==> src/rtl/mux_n_to_1_reg_pkg.sv <==
// ---------------------------------------------------------------------------
// mux_n_to_1_reg_pkg
//   Shared definitions for the registered N:1 multiplexer.
//   - Mode encodings (`MUX_MODE_MANUAL / `MUX_MODE_AUTO), guarded so that any
//     file of the block may reference them once this file is compiled first.
//   - Enumerated view of the mode bit.
//   - Default parameter values.
//   No ports (package).
// ---------------------------------------------------------------------------
`ifndef MUX_DEFS_VH
`define MUX_DEFS_VH
`define MUX_MODE_MANUAL 1'b0
`define MUX_MODE_AUTO   1'b1
`endif

package mux_n_to_1_reg_pkg;

    typedef enum logic {
        MUX_MANUAL = `MUX_MODE_MANUAL,
        MUX_AUTO   = `MUX_MODE_AUTO
    } mux_mode_e;

    localparam int MUX_DEF_WIDTH = 8;
    localparam int MUX_DEF_N     = 8;
    localparam int MUX_DEF_SEL_W = 3;

endpackage

==> src/rtl/mux_n_to_1_comb.sv <==
// ---------------------------------------------------------------------------
// mux_n_to_1_comb
//   Pure combinational N:1 selector. Picks channel i_c out of N channels and
//   returns its data word, valid bit and enable bit. o_hit is high only when
//   i_c addresses an existing channel (i_c < N); for out-of-range indices all
//   outputs are zero, so non-power-of-2 N never reads past the bus.
// Ports
//   i_data  [N*WIDTH-1:0]  channel k at [k*WIDTH +: WIDTH]
//   i_valid [N-1:0]        per-channel valid
//   i_en    [N-1:0]        per-channel enable mask
//   i_c     [SEL_W-1:0]    channel index
//   o_data  [WIDTH-1:0]    selected data
//   o_valid                selected valid
//   o_en                   selected enable
//   o_hit                  i_c is a legal channel
// ---------------------------------------------------------------------------
module mux_n_to_1_comb #(
    parameter int WIDTH = 8,
    parameter int N     = 8,
    parameter int SEL_W = 3
) (
    input  logic [N*WIDTH-1:0] i_data,
    input  logic [N-1:0]       i_valid,
    input  logic [N-1:0]       i_en,
    input  logic [SEL_W-1:0]   i_c,
    output logic [WIDTH-1:0]   o_data,
    output logic               o_valid,
    output logic               o_en,
    output logic               o_hit
);

    // Compare-and-pick rather than a direct index so an index >= N simply
    // matches nothing.
    always_comb begin
        o_data  = '0;
        o_valid = 1'b0;
        o_en    = 1'b0;
        o_hit   = 1'b0;
        for (int k = 0; k < N; k++) begin
            if (i_c == SEL_W'(k)) begin
                o_data  = i_data[k*WIDTH +: WIDTH];
                o_valid = i_valid[k];
                o_en    = i_en[k];
                o_hit   = 1'b1;
            end
        end
    end

endmodule

==> src/rtl/mux_n_to_1_reg.sv <==
// ---------------------------------------------------------------------------
// mux_n_to_1_reg
//   Registered N:1 multiplexer with valid/ready output handshake.
//   Manual mode takes the channel from sel; auto mode scans channels with an
//   internal round-robin pointer, skipping disabled channels. The winning
//   word is loaded into a one-deep output register and the source channel is
//   acknowledged combinationally in the capture cycle.
// Ports
//   clk        rising-edge clock
//   rst        asynchronous active-high reset
//   mode       0 manual (sel), 1 auto-scan (pointer)
//   sel        manual channel select
//   ch_en      per-channel enable, auto mode only
//   in_data    N channels of WIDTH bits, channel k at [k*WIDTH +: WIDTH]
//   in_valid   per-channel valid
//   in_ack     one-hot acknowledge, high in the capture cycle
//   out_data   registered selected data
//   out_ch     registered channel index of out_data
//   out_valid  output register holds a word
//   out_ready  sink accepts the word when out_valid && out_ready
// ---------------------------------------------------------------------------
module mux_n_to_1_reg
    import mux_n_to_1_reg_pkg::*;
#(
    parameter int WIDTH = MUX_DEF_WIDTH,
    parameter int N     = MUX_DEF_N,
    parameter int SEL_W = MUX_DEF_SEL_W
) (
    input  logic               clk,
    input  logic               rst,
    input  logic               mode,
    input  logic [SEL_W-1:0]   sel,
    input  logic [N-1:0]       ch_en,
    input  logic [N*WIDTH-1:0] in_data,
    input  logic [N-1:0]       in_valid,
    output logic [N-1:0]       in_ack,
    output logic [WIDTH-1:0]   out_data,
    output logic [SEL_W-1:0]   out_ch,
    output logic               out_valid,
    input  logic               out_ready
);

    logic [SEL_W-1:0] r_ptr;
    logic [WIDTH-1:0] r_out_data;
    logic [SEL_W-1:0] r_out_ch;
    logic             r_out_valid;

    logic             w_auto;
    logic             w_free;
    logic [SEL_W-1:0] w_c;
    logic [WIDTH-1:0] w_sel_data;
    logic             w_sel_valid;
    logic             w_sel_en;
    logic             w_hit;
    logic             w_capture;
    logic [SEL_W-1:0] w_ptr_nxt;

    assign w_auto = (mode == `MUX_MODE_AUTO);

    // Slot is free when empty or being drained this very cycle; this lets a
    // drain and a capture share one edge with no bubble.
    assign w_free = !r_out_valid || out_ready;

    assign w_c = w_auto ? r_ptr : sel;

    mux_n_to_1_comb #(
        .WIDTH (WIDTH),
        .N     (N),
        .SEL_W (SEL_W)
    ) u_sel (
        .i_data  (in_data),
        .i_valid (in_valid),
        .i_en    (ch_en),
        .i_c     (w_c),
        .o_data  (w_sel_data),
        .o_valid (w_sel_valid),
        .o_en    (w_sel_en),
        .o_hit   (w_hit)
    );

    // The enable mask only gates auto mode. rst is folded in so in_ack stays
    // low while reset is held (the flops alone would report a free slot).
    assign w_capture = !rst && w_free && w_hit && w_sel_valid && (!w_auto || w_sel_en);

    always_comb begin
        in_ack = '0;
        for (int k = 0; k < N; k++) begin
            if (w_capture && (w_c == SEL_W'(k))) begin
                in_ack[k] = 1'b1;
            end
        end
    end

    // Explicit wrap at N-1 so non-power-of-2 channel counts never visit an
    // unused index.
    assign w_ptr_nxt = (r_ptr == SEL_W'(N-1)) ? '0 : r_ptr + SEL_W'(1);

    always_ff @(posedge clk or posedge rst) begin
        if (rst) begin
            r_ptr       <= '0;
            r_out_data  <= '0;
            r_out_ch    <= '0;
            r_out_valid <= 1'b0;
        end else begin
            if (w_capture) begin
                r_out_data  <= w_sel_data;
                r_out_ch    <= w_c;
                r_out_valid <= 1'b1;
            end else if (out_ready) begin
                r_out_valid <= 1'b0;
            end
            // Pointer moves on every free auto cycle, captured or not, so a
            // masked or idle channel costs exactly one slot.
            if (w_auto && w_free) begin
                r_ptr <= w_ptr_nxt;
            end
        end
    end

    assign out_data  = r_out_data;
    assign out_ch    = r_out_ch;
    assign out_valid = r_out_valid;

endmodule

==> config.mk <==
export PLATFORM = sky130hd
export DESIGN_NAME = mux_n_to_1_reg
export DESIGN_NICKNAME = d
export VERILOG_FILES = /design/src/rtl/mux_n_to_1_reg_pkg.sv /design/src/rtl/mux_n_to_1_comb.sv /design/src/rtl/mux_n_to_1_reg.sv
export SDC_FILE = /design/constraint.sdc
export NUM_CORES = 1
export LEC_CHECK = 0
export CORE_MARGIN = 2
export CORE_UTILIZATION = 30
export DETAILED_ROUTE_END_ITERATION = 16
export MAX_ROUTING_LAYER = met4
export PLACE_DENSITY_LB_ADDON = 0.2
export SLEW_MARGIN = 20
export SYNTH_ARGS = -nofsm -noshare
export SYNTH_HDL_FRONTEND = slang
export SYNTH_SLANG_ARGS = --single-unit
==> constraint.sdc <==
create_clock -name clk -period 2.7 [get_ports clk]
set_clock_uncertainty 0.2 [all_clocks]
set_input_delay 0.54 -clock clk [delete_from_list [all_inputs] [get_ports clk]]
set_output_delay 0.54 -clock clk [all_outputs]
set_load 0.02 [all_outputs]
**Word level (Yosys, flattened, before mapping)**

Cells that the tools add are included.

- Order comparisons: 0
- Multiplexer cells: 44
- Add/sub/neg operators: 1
- Reduce and logical (&&, ||, !) cells: 20
- Divide/modulo/power cells: 0
- Multiply operators: 0
- Eq/ne operators: 8
- Shift-type cells: 0
- Bitwise operators: 0

Operators by type and width:

| cell | number |
|---|---|
| 2-to-1 mux 8 bit | 8 |
| 2-to-1 mux 1 bit | 34 |
| equality test 3 bit, second input constant | 5 |
| logical AND 1 bit | 13 |
| equality test 3 x 2 -> 1 bit, second input constant | 2 |
| 2-to-1 mux 3 bit | 2 |
| adder 3 x 1 -> 3 bit, second input constant | 1 |
| equality test 3 x 1 -> 1 bit, second input constant | 1 |
| logical NOT 1 bit | 3 |
| logical NOT 3 bit | 1 |
| logical OR 1 bit | 2 |
| nonzero test 2 bit | 1 |

- Memories kept: 0
- ROM bits: 0
- Register bits after elaboration: 15
- Bits in latches: 0
- Input bits: 87
- Memory bits (writable): 0
- Output and inout bits: 20

**Logic depth before layout (Yosys ltp)**

- Word-level depth: 15
- Mapped depth: 11
- Depth with buffers taken out: 7

**Modules after synthesis**

From an unflattened synthesis, not the netlist that was laid out.

- Cell total of the unflattened synthesis: 179
- Area total of the unflattened synthesis: 1620.3 um2

By module, submodules not included:

| module | instances | cells each | area an instance (um2) |
|---|---|---|---|
| mux_n_to_1_comb | 1 | 113 | 829.5 |
| mux_n_to_1_reg | 1 | 66 | 790.8 |

**Least setup slack after synthesis**

Ideal clock, no wire load.

- Path type: input -> output
- Start: in rst
- End: out in_ack[0]
- Path slack: -0.772 ns
- Arrival: 2.732 ns
- Stages: 8
- Data required time: 1.960 ns
- Cell sequence: inv_1 -> and2_1 -> o2111a_1 -> a311oi_1 -> a32oi_2 -> nand2_4 -> buf_6 -> nor4_1

- Longest elaborated chain between the ends: 7

RTL lines:

| what | line | text |
|---|---|---|
| start: declaration | mux_n_to_1_reg.sv:30 | `input logic rst,` |
| logical NOT 1 bit (no line) | -- |  |
| logical AND 1 bit (4 in a row) | mux_n_to_1_reg.sv:83 | `assign w_capture = !rst && w_free && w_hit && w_sel_valid && (!w_auto \|\| w_sel_en);` |
| logical AND 1 bit | mux_n_to_1_reg.sv:88 | `if (w_capture && (w_c == SEL_W'(k))) begin` |
| 2-to-1 mux 1 bit | mux_n_to_1_reg.sv:88 |  |
| end: declaration | mux_n_to_1_reg.sv:36 | `output logic [N-1:0] in_ack,` |

No other way between the ends.

**Worst setup path in the final report**

- Start: in sel[0]
- End: out in_ack[5]

- Longest elaborated chain between the ends: 15

RTL lines:

| what | line | text |
|---|---|---|
| start: declaration | mux_n_to_1_reg.sv:32 | `input logic [SEL_W-1:0] sel,` |
| 2-to-1 mux 3 bit * | mux_n_to_1_reg.sv:64 | `assign w_c = w_auto ? r_ptr : sel;` |
| logical NOT 3 bit | mux_n_to_1_comb.sv:40 | `if (i_c == SEL_W'(k)) begin` |
| 2-to-1 mux 1 bit (8 in a row) | mux_n_to_1_comb.sv:40 |  |
| logical AND 1 bit (3 in a row) | mux_n_to_1_reg.sv:83 |  |
| logical AND 1 bit * | mux_n_to_1_reg.sv:88 |  |
| 2-to-1 mux 1 bit * | mux_n_to_1_reg.sv:88 |  |

Mark *: on every way between the ends. The rest lies on a longest branch, timed or not.

==> summary.txt <==
vias per cell: 5.093
time the worst path needs with I/O delays and setup: 3098 ps
Bufs on Longest Clock Path: 2
asr flop ratio synth: 100.0%
global routing met1 resource utilization: 28.36%
Root Buffer Master: clkbuf_8
cts bufs inserted: 3
Final Slew Violations: 0
busiest layer in global routing: met2
Syn Nets: 292
M3 GR Usage: 3.372%
status: finished, violations left
CP endpoint kind: output port
vias in the first global route: 2,193
Die X: 77.49 µm
Syn. warnings: 0
Worst EP required: 1960 ps
worst min path class: reg2reg
most common cell after layout, fill and taps aside: clkdlybuf4s50_1
placed cells: 406
Area Growth Syn to Fin: 107.5%
hold-fix buffers at CTS: 0
Crit Path Class: in2out
design area: 3362 µm²
Worst-Skew Late Latency: 250 ps
failing checks: setup timing
Pwr Density: 717.1 nW/µm²
fin nets: 441
Post-synth top flop: dfrtp_1
global-route track usage on met2: 39.30%
Post-Layout Cell Count: 421
Hold Worst Slack: 311.9 ps
critical path arrival: 2360 ps
total wire length: 6861 µm
worst ir drop on vdd: 0.0002822 V
Wirelength per Cell: 16.30 µm
CTS tree: yes
diode count: 0
htree depth: 1
initial DRC count: 89
fraction of layout cells with a size suffix above 1: 33.05%
Slew @ Worst Pin: 323.8 ps
antenna violations before repair: 0
DP Wirelength: 5091 µm
number of synthesized flops with an enable pin: 0
synth unique cells: 45
Yosys top cell area share: 23.17%
die area: 6005 µm²
Post-Synthesis Cell Area: 1620 µm²
setup ws final: -398.4 ps
total track usage: 23.39%
Starting Density: 31.33%
die height: 77.49 µm
Routed Antenna Nets: 0
grt ovf: 0
first-pass GRT wire length: 10,720 µm
RSZ-0062 raised after global routing: true
startpoint types: input port
drc violations: 0
Mapped Cells: 203
CP max FO: 6
sequential share of the synthesized area: 23.17%
clk slew on worst S/H paths: 70 ps
1st-pass router iterations: 4
num ports: 107
Max Fclk: 0.3227 GHz
Rows: 26
core footprint: 5172 µm²
fin crit share: 114.8%
pin count of the biggest net entering global routing: 17
final setup violation count: 7
Max Cap Violations: 0
most frequent cells in the layout: clkdlybuf4s50_1, buf_4, nand2_1
Final Hold Vio Count: 0
P_leak: 1.423 nW
synth top area cells: dfrtp_1, nand2_1, mux2_2, a21oi_1, mux2_4
post-synth top area cell: dfrtp_1
I/O Buffers: 106
via count: 2,144
Placer Congestion: 0.8643
Synth Register Bits: 15
clk sinks: 15
Slew HR: 77.95%
Placed Area: 3094 µm²
syn avg cell area: 7.982 µm²
total power: 2.411 mW
## cell type report
cell class / count / area (µm²)
Clock inverter: 1 / 5.005
Clock buffer: 3 / 41.29
Inverter: 4 / 18.77
Fill cell: 456 / 1810
Tap cell: 70 / 87.58
Multi-Input combinational cell: 169 / 1325
Sequential cell: 15 / 376.6
Timing Repair Buffer: 159 / 1508
## Yosys cell counts (5+ instances only)
library cell and instances:
a211oi_1 7, mux2_2 12, mux2_4 5, nor2_1 5, clkbuf_1 7, dfrtp_1 15, a31oi_1 9, o21ai_0 8
a22o_1 7, nand2_1 43, mux2i_1 6, nor3_1 6, a21oi_1 22
## registers in the layout, indices dropped and copies added, names as in the netlist
register   cells
out_data       8
r_ptr          3
out_ch         3
out_valid      1
## worst max-delay path, cell delays in order
cell             delay, ps
clkdlybuf4s15_2        230
buf_4                  160
nor2b_2                160
a31o_2                 180
o2111a_2               240
a311oi_2                50
a32oi_2                250
nand2_4                130
buf_6                  140
nor4_4                 110
buf_4                  170
## metrics by stage
step / setup TNS, ps / worst slack [ps] / utilization [%]
after floorplan: -1902 / -303.0 / -
after global placement: -17670 / -1258 / 59.82
after detailed placement: -18620 / -1302 / 59.82
after CTS: -2730 / -417.5 / 63.74
after global routing: -3897 / -528.7 / 65.00
final: -2535 / -398.4 / 65.00
## layer usage
| metal | vias up | part of all wire [%] |
|---|---|---|
| li1 | 1057 | - |
| met2 | 84 | 49 |
| met4 | 0 | 2.9 |
| met5 | - | 0 |
| met3 | 13 | 6.1 |
| met1 | 990 | 42 |
## what timing repair did
| action | CTS | global route |
|---|---|---|
| setup buffers | 6 | 3 |
| resized for setup | 73 | 13 |
| gates cloned | 2 | 0 |
| setup endpoints to repair | 19 | 19 |
| pin swaps | 10 | 9 |
## path summary, 6_finish.rpt
check                            startpoint          end  slack [ps]  cells after the start
max in group asynchronous               rst     r_ptr[0]        1610                      3
min in group asynchronous               rst  out_data[7]         490                      3
worst max register to register     r_ptr[0]  out_data[1]          80                      9
worst min-delay path            out_data[4]  out_data[4]         310                      1
worst max-delay path                 sel[0]    in_ack[5]        -400                     11
worst min register to register  out_data[4]  out_data[4]         310                      1
## report_power, final
part           switching [mW]  total, mW  internal [mW]
Clock                  0.0845      0.187          0.102
Combinational           0.853       1.79          0.933
Sequential              0.100      0.438          0.337
Total                    1.04       2.41           1.37
## logic make-up after synthesis
family,count (synthesis),synth area share (%)
AOI/OAI and AO/OA,70,29.04
buffers and inverters,20,7.412
and+or+nand+nor,72,20.77
muxes,24,18.07
adders and majority gates,2,1.544
DFF,15,23.17
Power figures use the tool's default switching activity.
